**config.mk**
```make
export PLATFORM = sky130hd
export DESIGN_NAME = hist_lut_builder
export DESIGN_NICKNAME = d
export VERILOG_FILES = /design/src/rtl/hist_lut_builder.sv
export SDC_FILE = /design/constraint.sdc
export NUM_CORES = 1
export LEC_CHECK = 0
export BUFFER_PORTS_ARGS = -buffer_cell sky130_fd_sc_hd__buf_2
export CAP_MARGIN = 20
export CORE_MARGIN = 5
export CORE_UTILIZATION = 59
export DETAILED_ROUTE_END_ITERATION = 8
export PLACE_DENSITY = 0.82
export SLEW_MARGIN = 20
export SYNTH_ARGS = -nofsm -noshare
export SYNTH_HDL_FRONTEND = slang
export SYNTH_SLANG_ARGS = --single-unit
```
**constraint.sdc**
```tcl
create_clock -name clk -period 12.6 [get_ports clk]
set_input_delay 2.52 -clock clk [delete_from_list [all_inputs] [get_ports clk]]
set_output_delay 2.52 -clock clk [all_outputs]
set_load 0.05 [all_outputs]
```
**src/rtl/hist_lut_builder.sv**
```systemverilog
// Histogram-equalization LUT builder: walks 256 histogram bins, accumulates the
// CDF and writes (cdf - cdf_min)*255 / (TOTAL_PIXEL - cdf_min) into the mapping LUT.
module hist_lut_builder #(
    parameter int W               = 64,
    parameter int H               = 64,
    parameter int TOTAL_PIXEL     = W * H,
    parameter int TOTAL_PIXEL_BIT = $clog2(W * H)
) (
    input  logic                       clk,
    input  logic                       rst,
    input  logic                       start,
    output logic                       busy,
    output logic                       done,
    output logic [7:0]                 hist_addr,
    input  logic [TOTAL_PIXEL_BIT:0]   hist_data,
    output logic                       div_start,
    output logic [31:0]                div_dividend,
    output logic [TOTAL_PIXEL_BIT-1:0] div_divisor,
    input  logic                       div_done,
    input  logic [31:0]                div_quotient,
    output logic                       lut_we,
    output logic [7:0]                 lut_addr,
    output logic [7:0]                 lut_data
);
    localparam int CW = TOTAL_PIXEL_BIT + 1;
    localparam logic [CW-1:0] TOTAL_W = CW'(TOTAL_PIXEL);

    typedef enum logic [2:0] {
        IDLE,
        RD,
        RDW,
        ACC,
        DSTART,
        DWAIT,
        WR,
        FIN
    } state_t;

    state_t        state;
    state_t        state_next;
    logic [7:0]    bin;
    logic [CW-1:0] cdf;
    logic [CW-1:0] cdf_min;
    logic          min_found;
    logic [7:0]    result;
    logic          armed;

    logic          first_hit;
    logic [CW-1:0] cdf_new;
    logic [CW-1:0] min_new;
    logic [CW-1:0] span_new;
    logic [31:0]   dividend_new;
    logic          bypass;

    // The quotient never exceeds 255, so only its low byte is consumed.
    logic unused_quotient_bits;
    assign unused_quotient_bits = ^div_quotient[31:8];

    assign hist_addr = bin;

    always_comb begin
        first_hit    = !min_found && (hist_data != '0);
        cdf_new      = cdf + hist_data;
        min_new      = first_hit ? hist_data : cdf_min;
        span_new     = TOTAL_W - min_new;
        dividend_new = 32'(cdf_new - min_new) * 32'd255;
        bypass       = (dividend_new == '0);
    end

    always_comb begin
        state_next = state;
        busy       = 1'b0;
        done       = 1'b0;
        div_start  = 1'b0;
        lut_we     = 1'b0;
        lut_addr   = '0;
        lut_data   = '0;
        case (state)
            IDLE: begin
                if (start) state_next = RD;
            end
            RD: begin
                busy       = 1'b1;
                state_next = RDW;
            end
            RDW: begin
                busy       = 1'b1;
                state_next = ACC;
            end
            ACC: begin
                busy       = 1'b1;
                state_next = bypass ? WR : DSTART;
            end
            DSTART: begin
                busy       = 1'b1;
                div_start  = 1'b1;
                state_next = DWAIT;
            end
            DWAIT: begin
                busy = 1'b1;
                if (armed && div_done) state_next = WR;
            end
            WR: begin
                busy       = 1'b1;
                lut_we     = 1'b1;
                lut_addr   = bin;
                lut_data   = result;
                state_next = (bin == 8'hFF) ? FIN : RD;
            end
            FIN: begin
                done       = 1'b1;
                state_next = IDLE;
            end
            default: state_next = IDLE;
        endcase
    end

    always_ff @(posedge clk) begin
        if (rst) begin
            state        <= IDLE;
            bin          <= '0;
            cdf          <= '0;
            cdf_min      <= '0;
            min_found    <= 1'b0;
            result       <= '0;
            armed        <= 1'b0;
            div_dividend <= '0;
            div_divisor  <= '0;
        end else begin
            state <= state_next;
            case (state)
                IDLE: begin
                    if (start) begin
                        cdf       <= '0;
                        cdf_min   <= '0;
                        min_found <= 1'b0;
                        bin       <= '0;
                    end
                end
                ACC: begin
                    cdf     <= cdf_new;
                    cdf_min <= min_new;
                    armed   <= 1'b0;
                    if (first_hit) min_found <= 1'b1;
                    // Operands are loaded here so they are already stable while DSTART pulses.
                    if (bypass) begin
                        result <= '0;
                    end else begin
                        div_dividend <= dividend_new;
                        div_divisor  <= span_new[TOTAL_PIXEL_BIT-1:0];
                    end
                end
                DWAIT: begin
                    // First DWAIT cycle leaves armed low so a stale div_done is skipped.
                    armed <= 1'b1;
                    if (armed && div_done) result <= div_quotient[7:0];
                end
                WR: begin
                    if (bin != 8'hFF) bin <= bin + 8'd1;
                end
                default: ;
            endcase
        end
    end
endmodule

```
=== Word level (Yosys, flattened, before mapping) ===
Index checks and enable logic that the tools add are counted.

* Bits in registers: 91
* Bits of input ports: 49
* Logic and storage cells: 70
* Output and inout bits: 72

* Add/sub/neg operators: 4
* Reductions and logical operators: 16
* Multiplexer cells: 25
* Multiply operators: 1
* Bitwise gates (word level): 1
* Equal/unequal tests: 14

{| class="wikitable"
|+ Operators by type and width
! cell !! number
|-
| 13-bit one-hot mux with 2 select lines || 2
|-
| 8-bit 2-to-1 mux || 6
|-
| 32-bit zero test || 1
|-
| 8-bit one-hot mux with 2 select lines || 2
|-
| 13-bit 2-to-1 mux || 2
|-
| 3-bit one-hot mux with 8 select lines || 1
|-
| 14-bit by 9-bit multiplier with 23-bit output (second input constant) || 1
|-
| 13-bit by 13-bit subtractor with 14-bit output || 1
|-
| 13-bit adder || 1
|-
| 13-bit nonzero test || 1
|-
| 3-bit == test (second input constant) || 4
|-
| 1-bit by 12-bit subtractor with 12-bit output (first input constant) || 1
|-
| 2-bit inequality test (second input constant) || 5
|-
| 3-bit 2-to-1 mux || 3
|-
| 3-bit AND reduction || 3
|-
| 8-bit by 1-bit adder with 8-bit output (second input constant) || 1
|-
| 8-bit == test (second input constant) || 1
|-
| 8-bit inequality test (second input constant) || 1
|-
| 3-bit by 2-bit == test with 1-bit output (second input constant) || 2
|-
| 1-bit 2-to-1 mux || 6
|-
| 2-bit AND reduction || 3
|-
| 2-bit nonzero test || 3
|-
| 6-bit OR reduction || 1
|-
| 1-bit one-hot mux with 2 select lines || 2
|-
| other kinds (6) || 7
|}

=== Longest topological paths before layout ===
Gate-level depths: netlist of run 1.

* Depth in word-level cells: 8
* Mapped depth: 42
* Mapped depth without buffers: 39

=== Least setup slack after synthesis of run 1 ===
No wires, ideal clock.

* Path type: input-to-reg
* Start point: input port hist_data[1]
* End point: register result[0]
* Setup slack: 1.644 ns
* Arrival time: 10.839 ns
* Setup time: 0.117 ns
* Stages on the path: 31
* Data required time: 12.483 ns
* Path buffers: 1
* Cells stage by stage: ha_1 a211o_2 a311oi_2 o21bai_1 a21oi_1 o21bai_1 a21oi_1 xnor2_1 ha_1 clkbuf_8 a21o_1 a21o_1 a221o_1 or2_2 o211a_1 inv_1 fa_1 fa_1 fa_1 fa_1 inv_1 ha_1 a2111oi_0 a21o_1 xnor2_1 or4_1 nor4b_2 nand4_4 a2111oi_4 o22ai_2 a22o_1

* Longest elaborated chain between the ends: 8
* Elaborated cells on any way between the ends: 9
* Classes of those cells: 2 x add/sub; 1 x mul; 1 x eq/ne; 1 x mux; 4 x reduce/logical

{| class="wikitable"
|+ Ends and longest elaborated chain
! element !! line !! source
|-
| start: declaration || 15 || <nowiki>input logic [TOTAL_PIXEL_BIT:0] hist_data,</nowiki>
|-
| branches (longest 3 deep; another with 13-bit adder) || - ||
|-
| 13-bit by 13-bit subtractor with 14-bit output (*) || 66 || <nowiki>dividend_new = 32'(cdf_new - min_new) * 32'd255;</nowiki>
|-
| 14-bit by 9-bit multiplier with 23-bit output (*) || 66 ||
|-
| 32-bit zero test (*) || 67 || <nowiki>bypass = (dividend_new == '0);</nowiki>
|-
| 2-bit inequality test (no line) (*) || - ||
|-
| 3-bit AND reduction (no line) (*) || - ||
|-
| end signal: assignment || 156 || <nowiki>if (armed && div_done) result <= div_quotient[7:0];</nowiki>
|-
| end: declaration || 45 || <nowiki>logic [7:0] result;</nowiki>
|}

Every way passes the cells marked *.
A chain may end at the register's enable or synchronous reset.

=== Final worst setup path of run 1 ===
* Start point: input port hist_data[0]
* End point: register result[4]

The elaborated chain is that of the path after synthesis.

==> results.md, run 1 <==
* Outcome: finished, final reports clean
* YS warnings at 0
* Register Area at about 1600 um^2
* Die area at around 16000 um^2
* Total number of vias at about 6600
* Post-synth top area cell: dfxtp_1
* CTS Hold Bufs at 0
* Post-synthesis register bit count at 82
* Mux contribution to synthesized area at between 1.5 and 2%
* HPWL Detailed at between 10000 and 15000 um
* Synth Instances at a little over 900
* Starting Density at roughly three fifths
* Postcts setup bufs at 0
* # setup viols final at 0
* Crit end category: flop
* RSZ-0062 raised after global routing: false
* Gr ovfl total at 0
* Crit path depth at 36
* Clock Tree Buf Depth at 2
* Cts bufs inserted at 9
* Post-synthesis cell type count at 93
* Fill count at approximately 1100
* Top FF cell, synth: dfxtp_1
* Routed WL at 18900 um
* DRC Markers at 0
* CP startpoint kind: input pin
* Multi-input gate area at ~5600 um^2
* Post-route ant nets at 0
* Reg clk slew, reported paths at 0.07 ns
* Max cap viols at 0
* Post-synth top area share at 20.7%
* Normalized max-slew margin at between 30% and 40%
* ANT cells at 0
* Slew Viols, Final at 0
* Min cycle time layout at around 12 ns
* Largest cells by area after synthesis: dfxtp_1, fa_1, ha_1, inv_1, a21oi_1
* Commonest non-fill, non-tap cell in the layout: inv_1
* Slowest stage cell, crit path: a2111oi_0
* Slew @ Worst Pin at ~1.0 ns
* Post-layout util at ~66%
* Core area at ~13000 um^2
* Crit path buffers/inverters at 4
* CP Data Arrival Time at 11.92 ns
* Crit share post-route at between 90 and 100%
* Hold Path Origin: result[1]$_SDFFE_PP0P_
* First-pass GRT wire length at roughly 31000 um
* Drt wl/cell at ~16 um
* Worst Skew at ~0.012 ns
* Post-synthesis net count at between 1000 and 1500
* Max incr delay on CP at roughly 0.73 ns
* Worst hold path type: reg2reg
* Io pins at 121
* Final net count at approximately 1200
* Post-cts repair resize count at 0
* Crit path kind: in2reg
* Die Height at 126 um
* Number of port buffers at between 90 and 100
* Synth Area in Compound Gates at about 22%
* CTS tree: built
* Layout cells sized above 1 at between 15 and 20%
* Hold Slack at ~0.47 ns
* Worst setup path start: hist_data[0]
* Post-Synth Simple-Gate Area at 15.1%
* Reg2reg end: result[4]$_SDFFE_PP0P_
* EDFF count, synth at 0
* Initial antenna violation count at 0
* Post-Synth Adder-Cell Area at a little over a quarter
* Most Frequent Cell on Critical Path: fa_1
* Main combinational cell family by area after synthesis: adder cells
* Root Buffer: clkbuf_16
* Synth Area in XOR/XNOR at approximately 5.8%
* Most frequent cells in the layout: inv_1, buf_2, nor2_1, dfxtp_1, a21oi_1
* Die Span X at between 100 and 150 um
* Sum Neg Setup Slack at 0 ns
* Reg-to-reg setup timing slack at ~3.0 ns
* Synth async-reset ratio at 0%
* Area delta synth->final at 10.4%
* DR pass1 iterations at 5
* WP data required at about 13 ns
* Seq/Total Area, Yosys at around a fifth
* Row count at 42
* Post-Syn Area at ~7900 um^2
* Cell family with most CP delay: compound AO/OA/AOI/OAI gates
* Reg2reg start: cdf[1]$_SDFFE_PP0P_
* Vias in the first global route at 6590
* Syn avg cell area at 8.72 um^2
* CTS HTree Levels at 3
* FF-to-FF path depth at 33
* Global placement routability congestion at approximately 0.9
* Final Hold Fails at 0
* All-Layer GR Usage at approximately a quarter
* Drt first-iter violations at 441
* DR vias/cell at 5.68
* Critical Path Fanout Max at 8
* Fmax achieved at 85.7 MHz
* Placed cell count at between 1000 and 1500
* Clock sink count at 82
* Pin count of the biggest net entering global routing at slightly below 80
* Layout Cells excl Fill at ~1200
* Setup crit end: result[4]$_SDFFE_PP0P_
* Clk Latency, worst-skew pair at roughly 0.36 ns
## cells in the mapped netlist, drive strengths merged, types with 11 or more instances
| cell type | count |
|---|---|
| inv | 123 |
| nor2 | 84 |
| dfxtp | 82 |
| a21oi | 71 |
| ha | 65 |
| fa | 63 |
| nand2 | 39 |
| o21ai | 39 |
| xnor2 | 29 |
| clkbuf | 26 |
| a21o | 25 |
| xor2 | 24 |
| a211oi | 22 |
| and2 | 22 |
| nand3 | 19 |
| a22oi | 17 |
| buf | 17 |
| nor3 | 12 |
| mux2i | 11 |
## through the flow
stage	setup WS, ns	area (um^2)
floorplan	1.64	7950
global placement	0.691	8440
detailed placement	0.658	8440
CTS	0.956	8740
global route	0.293	8770
finish	0.929	8770
## worst min path at each step
stage | endpoint | slack (ns) | depth (start not counted)
after global routing | result[7]$_SDFFE_PP0P_ | 0.49 | 1
after floorplan | result[0]$_SDFFE_PP0P_ | 0.43 | 1
after global placement | result[5]$_SDFFE_PP0P_ | 0.45 | 1
after detailed placement | result[1]$_SDFFE_PP0P_ | 0.45 | 1
after CTS | result[5]$_SDFFE_PP0P_ | 0.47 | 1
final | result[1]$_SDFFE_PP0P_ | 0.47 | 1
## state kept, by name (all words and copies together) (netlist names)
name and cells:
armed 1, cdf 13, cdf_min 13, div_dividend 23
div_divisor 12, hist_addr 8, min_found 1, result 8
state 3
## kinds of logic after synthesis
| group | Yosys count |
|---|---|
| compound gates | 237 |
| buf+inv | 166 |
| simple gates | 231 |
| xor+xnor | 53 |
| flops | 82 |
| mux | 12 |
| fa+ha+maj | 130 |
## cell type report
| class | count | area share [%] |
|---|---|---|
| sequential | 82 | 18.7 |
| inverter | 123 | 5.27 |
| multi-input combinational | 663 | 63.9 |
| tap | 176 | 2.51 |
| timing repair buffer | 101 | 6.14 |
| clock buffer | 9 | 2.57 |
| clock inverter | 7 | 0.913 |
## routing by layer
metal	GRT usage (%)	share of wire, %
met1	31.6	45
met3	5.04	4.6
met2	39.2	49
met5	0	0
met4	6.25	2.2
Power of run 1 is not shown: default switching activity piles up to over one toggle a cycle in this logic, so the estimate is an artifact.
==> run 2: changes to the inputs <==
--- a/config.mk
+++ b/config.mk
@@ -8,9 +8,8 @@
 export BUFFER_PORTS_ARGS = -buffer_cell sky130_fd_sc_hd__buf_2
 export CAP_MARGIN = 20
 export CORE_MARGIN = 5
-export CORE_UTILIZATION = 59
+export CORE_UTILIZATION = 26
 export DETAILED_ROUTE_END_ITERATION = 8
-export PLACE_DENSITY = 0.82
 export SLEW_MARGIN = 20
 export SYNTH_ARGS = -nofsm -noshare
 export SYNTH_HDL_FRONTEND = slang
==> constraint.sdc (replaced) <==
create_clock -name clk -period 11.2 [get_ports clk]
set_input_delay 2.24 -clock clk [delete_from_list [all_inputs] [get_ports clk]]
set_output_delay 2.24 -clock clk [all_outputs]
set_load 0.05 [all_outputs]
==> run 2 against run 1 <==
  * Sequential share of layout area down 1.5 points
  * Core utilization down 35 points
  * First-iteration DRC count down 22%
  * Critical path type unchanged
  * Non-clock buffer count up 48
  * Largest cell class unchanged
  * Sequential cell count unchanged
  * Via count down 0.70%
==> results.md, run 2 (synthesized netlist as in run 1, its figures left out) <==
* Slowest stage cell, crit path: or4_4
* Regs by FF count: div_dividend: 23 flops, cdf: 13 flops, cdf_min: 13 flops
* First-pass GRT wire length at 33100 um (+5.0%)
* Core area at 30300 um^2 (+130%)
* Normalized max-slew margin at 35.3% (+1.8 points)
* Worst hold path type: reg2reg
* DR pass1 iterations at 5 (unchanged)
* Hold Path Origin: result[3]$_SDFFE_PP0P_
* Die Height at 185 um (+47%)
* Initial antenna violation count at 0 (unchanged)
* Slew Viols, Final at 0 (unchanged)
* Crit path kind: in2reg
* CTS Hold Bufs at 0 (unchanged)
* Row count at 64 (+52%)
* Clock Tree Buf Depth at 2 (unchanged)
* Routed WL at 20100 um (+6.4%)
* Slew @ Worst Pin at 0.970 ns (-0.0262 ns)
* Reg-to-reg setup timing slack at 2.21 ns (-0.74 ns)
* FF-to-FF path depth at 35 (+6.1%)
* Starting Density at 26.2% (-34 points)
* Layout cells sized above 1 at 21.8% (+4.5 points)
* CTS tree: built
* Final Hold Fails at 0 (unchanged)
* Min cycle time layout at approximately 11 ns
* Pin count of the biggest net entering global routing at 50 (-36%)
* Crit end category: flop
* Clk Latency, worst-skew pair at 0.35 ns (about the same)
* All-Layer GR Usage at 11.6% (-12 points)
* RSZ-0062 raised after global routing: false
* Sum Neg Setup Slack at 0 ns (unchanged)
* Drt first-iter violations at 343 (-22%)
* Outcome: finished, final reports clean
* Number of port buffers at 96 (unchanged)
* DR vias/cell at 4.59 (-19%)
* # setup viols final at 0 (unchanged)
* Worst-case hold path end point: result[3]$_SDFFE_PP0P_
* Global placement routability congestion at 0.816 (-7.8%)
* Gr ovfl total at 0 (unchanged)
* Reg2reg end: result[7]$_SDFFE_PP0P_
* Crit share post-route at 95.4%
* Cell depth of the worst hold path at 1 (unchanged)
* Drt wl/cell at 14.1 um (-14%)
* CP startpoint kind: input pin
* Critical Path Fanout Max at 8 (unchanged)
* Total number of vias at 6553 (-0.70%)
* Reg clk slew, reported paths at 0.06 ns (about the same)
* Clock sink count at 82 (unchanged)
* Max incr delay on CP at 0.56 ns (-0.17 ns)
* Max cap viols at 0 (unchanged)
* ANT cells at 0 (unchanged)
* Worst Skew at 0.0101 ns (-0.00164 ns)
* Post-route ant nets at 0 (unchanged)
* Cts bufs inserted at 9 (unchanged)
* Area delta synth->final at 20.0%
* Die Span X at 185 um (+47%)
* Fmax achieved at ~94 MHz
* CTS HTree Levels at 3 (unchanged)
* DRC Markers at 0 (unchanged)
* Reg2reg start: cdf[1]$_SDFFE_PP0P_
* Commonest non-fill, non-tap cell in the layout: inv_1
* Vias in the first global route at 6570 (-0.30%)
* HPWL Detailed at 16100 um (+13%)
* Largest Register: div_dividend
* CP Data Arrival Time at 10.91 ns (-1.01 ns)
* Max reg flops at 23 (unchanged)
* Io pins at 121 (unchanged)
* Most frequent cells in the layout: inv_1, buf_2, nor2_1, dfxtp_1, a21oi_1
* Root Buffer: clkbuf_16
* WP data required at 11.43 ns (-1.42 ns)
* Final net count at 1205 (+4.1%)
* Die area at 34200 um^2 (+110%)
-- run 2: layout make-up --
cell class / count / area (um^2)
well taps: 396 / 495
fillers: 3150 / 20800
multi-input cells: 663 / 5670
clock buffers: 12 / 256
flip-flops and latches: 82 / 1640
clock inverters: 4 / 73.8
repair buffers: 149 / 936
inverters: 123 / 462
-- run 2: worst max-delay path by stage --
| stage | from | end | slack, ns | cells past startpoint |
|---|---|---|---|---|
| finish | hist_data[1] | result[7]$_SDFFE_PP0P_ | 0.52 | 36 |
| CTS | hist_data[0] | div_dividend[21]$_SDFFE_PP0P_ | 0.19 | 40 |
| floorplan | hist_data[1] | result[0]$_SDFFE_PP0P_ | 0.52 | 31 |
| detailed placement | hist_data[0] | div_dividend[21]$_SDFFE_PP0P_ | -0.15 | 40 |
| global placement | hist_data[0] | div_dividend[21]$_SDFFE_PP0P_ | -0.02 | 40 |
| global route | hist_data[0] | result[1]$_SDFFE_PP0P_ | 0.02 | 39 |
-- run 2: routing by layer --
layer	wire [um]	up-vias	global-route usage, %
li1	-	3342	-
met1	10100	3112	16.5
met2	9320	84	19.0
met3	475	15	1.73
met4	187	0	2.23
met5	0	-	0
-- run 2: what timing repair did --
item | in CTS | in global routing
setup endpoints to repair | 0 | 43
buffers inserted | 0 | 2
resized for setup | 0 | 15
-- run 2: stage by stage --
stage                     hold slack, ns  instances  util [%]  area (um^2)  setup slack, ns
after floorplan                    0.434        911         -         7950            0.524
after global placement             0.449       1409      29.9         9060          -0.0234
after detailed placement           0.454       1409      29.9         9060           -0.149
after CTS                          0.469       1425      30.9         9390            0.190
after global routing               0.490       1429      31.4         9540           0.0247
final                              0.470       1429      31.4         9540            0.519
-- run 2: critical path: cells and delay by family --
family,cells,cell delay [ns]
compound gates,17,3.26
xor+xnor,3,0.44
fa+ha+maj,7,2.76
buf+inv,4,0.42
simple gates,5,1.77
Power of run 2 is left out for the same reason.
==> run 3: changes to the inputs <==
--- a/config.mk
+++ b/config.mk
@@ -7,7 +7,6 @@
 export LEC_CHECK = 0
 export BUFFER_PORTS_ARGS = -buffer_cell sky130_fd_sc_hd__buf_2
 export CAP_MARGIN = 20
-export CORE_MARGIN = 5
 export CORE_UTILIZATION = 26
 export DETAILED_ROUTE_END_ITERATION = 8
 export SLEW_MARGIN = 20
==> run 3 against run 2 <==
  * Setup slack got worse by 0.054 ns
  * Clock skew increased by 0.0047 ns
  * First-iteration DRC count increased by 13%
  * Sequential share of layout area about the same
  * Routed wire length decreased by 2.3%
  * Clock-buffer cell count decreased by 2
  * Critical path type unchanged
==> results.md, run 3 (synthesized netlist as in run 1, its figures left out) <==
* Layout cells sized above 1 at 22.2% (+0.42 points)
* Cts bufs inserted at 9 (unchanged)
* Outcome: finished, final reports clean
* Die area at 31300 um^2 (-8.5%)
* Reg clk slew, reported paths at 0.06 ns (about the same)
* Drt first-iter violations at 386 (+13%)
* First-pass GRT wire length at 31900 um (-3.7%)
* Clock Tree Buf Depth at 2 (unchanged)
* Die Height at 177 um (-4.3%)
* Vias in the first global route at 6345 (-3.4%)
* Slew Viols, Final at 0 (unchanged)
* Worst setup path start: hist_data[1]
* Crit path buffers/inverters at 7 (+3)
* Routed WL at 19600 um (-2.3%)
* Number of port buffers at 96 (unchanged)
* Worst Setup Slack, final at 0.465 ns (-0.0543 ns)
* WP data required at 11.45 ns (+0.02 ns)
* DR pass1 iterations at 5 (unchanged)
* RSZ-0062 raised after global routing: true
* Hold Slack at 0.469 ns (-0.00111 ns)
* Row count at 63 (-1.6%)
* Slew @ Worst Pin at 1.00 ns (+0.0311 ns)
* Register Area at 1640 um^2 (unchanged)
* DRC Markers at 0 (unchanged)
* Cell family with most CP delay: compound AO/OA/AOI/OAI gates
* Final net count at 1217 (+1.0%)
* Normalized max-slew margin at 33.3% (-2.1 points)
* Clock sink count at 82 (unchanged)
* CP Data Arrival Time at 10.99 ns (+0.08 ns)
* Core area at 29900 um^2 (-1.6%)
* Most frequent cells in the layout: inv_1, buf_2, nor2_1, dfxtp_1, a21oi_1
* Critical Path Fanout Max at 18 (+10)
* Multi-input gate area at 5630 um^2 (-0.71%)
* Global placement routability congestion at 0.837 (+2.6%)
* # setup viols final at 0 (unchanged)
* Pin count of the biggest net entering global routing at 78 (+56%)
* Starting Density at 26.6% (+0.42 points)
* Cell area after layout at 9510 um^2 (-0.24%)
* Gr ovfl total at 0 (unchanged)
* Commonest non-fill, non-tap cell in the layout: inv_1
* Initial antenna violation count at 0 (unchanged)
* All-Layer GR Usage at 12.7% (+1.0 points)
* Sum Neg Setup Slack at 0 ns (unchanged)
* Crit end category: flop
* Largest Register: div_dividend
* Final Hold Fails at 0 (unchanged)
* Max incr delay on CP at 0.56 ns (about the same)
* Slowest stage cell, crit path: fa_1
* CTS tree: built
* Total number of vias at 6654 (+1.5%)
* Area delta synth->final at 19.7%
* Max cap viols at 0 (unchanged)
* Fmax achieved at 93.2 MHz (-0.51%)
* Die Span X at 177 um (-4.3%)
* ANT cells at 0 (unchanged)
* Regs by FF count: div_dividend: 23 flops, cdf: 13 flops, cdf_min: 13 flops
* Drt wl/cell at 13.7 um (-2.7%)
* Clk Latency, worst-skew pair at 0.36 ns (about the same)
* Root Buffer: clkbuf_16
* Fill count at 3159 (+0.29%)
* Post-route ant nets at 0 (unchanged)
* Placed cell area at 9170 um^2 (+1.2%)
* DR vias/cell at 4.64 (+1.1%)
* Hold Path Origin: result[1]$_SDFFE_PP0P_
* Worst Skew at 0.0148 ns (+0.00473 ns)
* CTS HTree Levels at 3 (unchanged)
* Reg2reg start: cdf[1]$_SDFFE_PP0P_
* Worst hold path type: reg2reg
* Dpl ws at -0.115 ns (+0.0336 ns)
* Max reg flops at 23 (unchanged)
* Io pins at 121 (unchanged)
* CP startpoint kind: input pin
* Crit share post-route at 95.8% (+0.48 points)
* Crit path kind: in2reg
* HPWL Detailed at 15500 um (-4.0%)
* Min cycle time layout at 10.74 ns (+0.0543 ns)
## run 3: cell types whose count changed in the layout (fill, tap and decap cells not counted), sizes merged
cell	change
buf	+13
bufinv	-2
clkbuf	-3
clkinv	-1
clkinvlp	+3
inv	+2
## run 3: metrics by stage
| stage | cells | utilization, % |
|---|---|---|
| floorplan | 911 | - |
| global placement | 1415 | 30.6 |
| detailed placement | 1416 | 30.7 |
| CTS | 1432 | 31.6 |
| global route | 1435 | 31.8 |
| finish | 1435 | 31.8 |
## run 3: timing repair
action	CTS	global route
hold buffers	0	0
buffers inserted	0	3
gates resized for setup	0	7
endpoints found under the setup margin	0	43
## run 3: routing by layer
metal	vias to the layer above	wire length, um	GRT usage [%]
met3	11	640	2.02
met5	-	0	0
met4	0	131	2.16
met1	3194	10000	17.7
met2	90	8850	20.6
li1	3359	-	-
## run 3: path summary, 6_finish.rpt
kind                       endpoint  slack, ns  depth (start not counted)
max           state[1]$_SDFFE_PP0P_       0.46                         39
max reg2reg   state[1]$_SDFFE_PP0P_       2.16                         38
min          result[1]$_SDFFE_PP0P_       0.47                          1
min reg2reg  result[1]$_SDFFE_PP0P_       0.47                          1
## run 3: worst reg2reg max path: cells and delay by family, from the launching register on
| family | cells | cell delay [ns] |
|---|---|---|
| DFF | 1 | 0.38 |
| adders and majority gates | 7 | 3.02 |
| muxes | 1 | 0.17 |
| and+or+nand+nor | 6 | 1.28 |
| buffers and inverters | 6 | 0.59 |
| xor gates and xnor gates | 2 | 0.33 |
| AOI/OAI and AO/OA | 16 | 3.17 |
## run 3: area by class of cell
type / instances / area share, %
Multi-Input combinational cell: 663 / 59.2
Sequential cell: 82 / 17.3
Timing Repair Buffer: 161 / 10.7
Tap cell: 390 / 5.13
Inverter: 123 / 4.85
Clock buffer: 10 / 2.41
Clock inverter: 6 / 0.513
Power of run 3 is left out for the same reason.
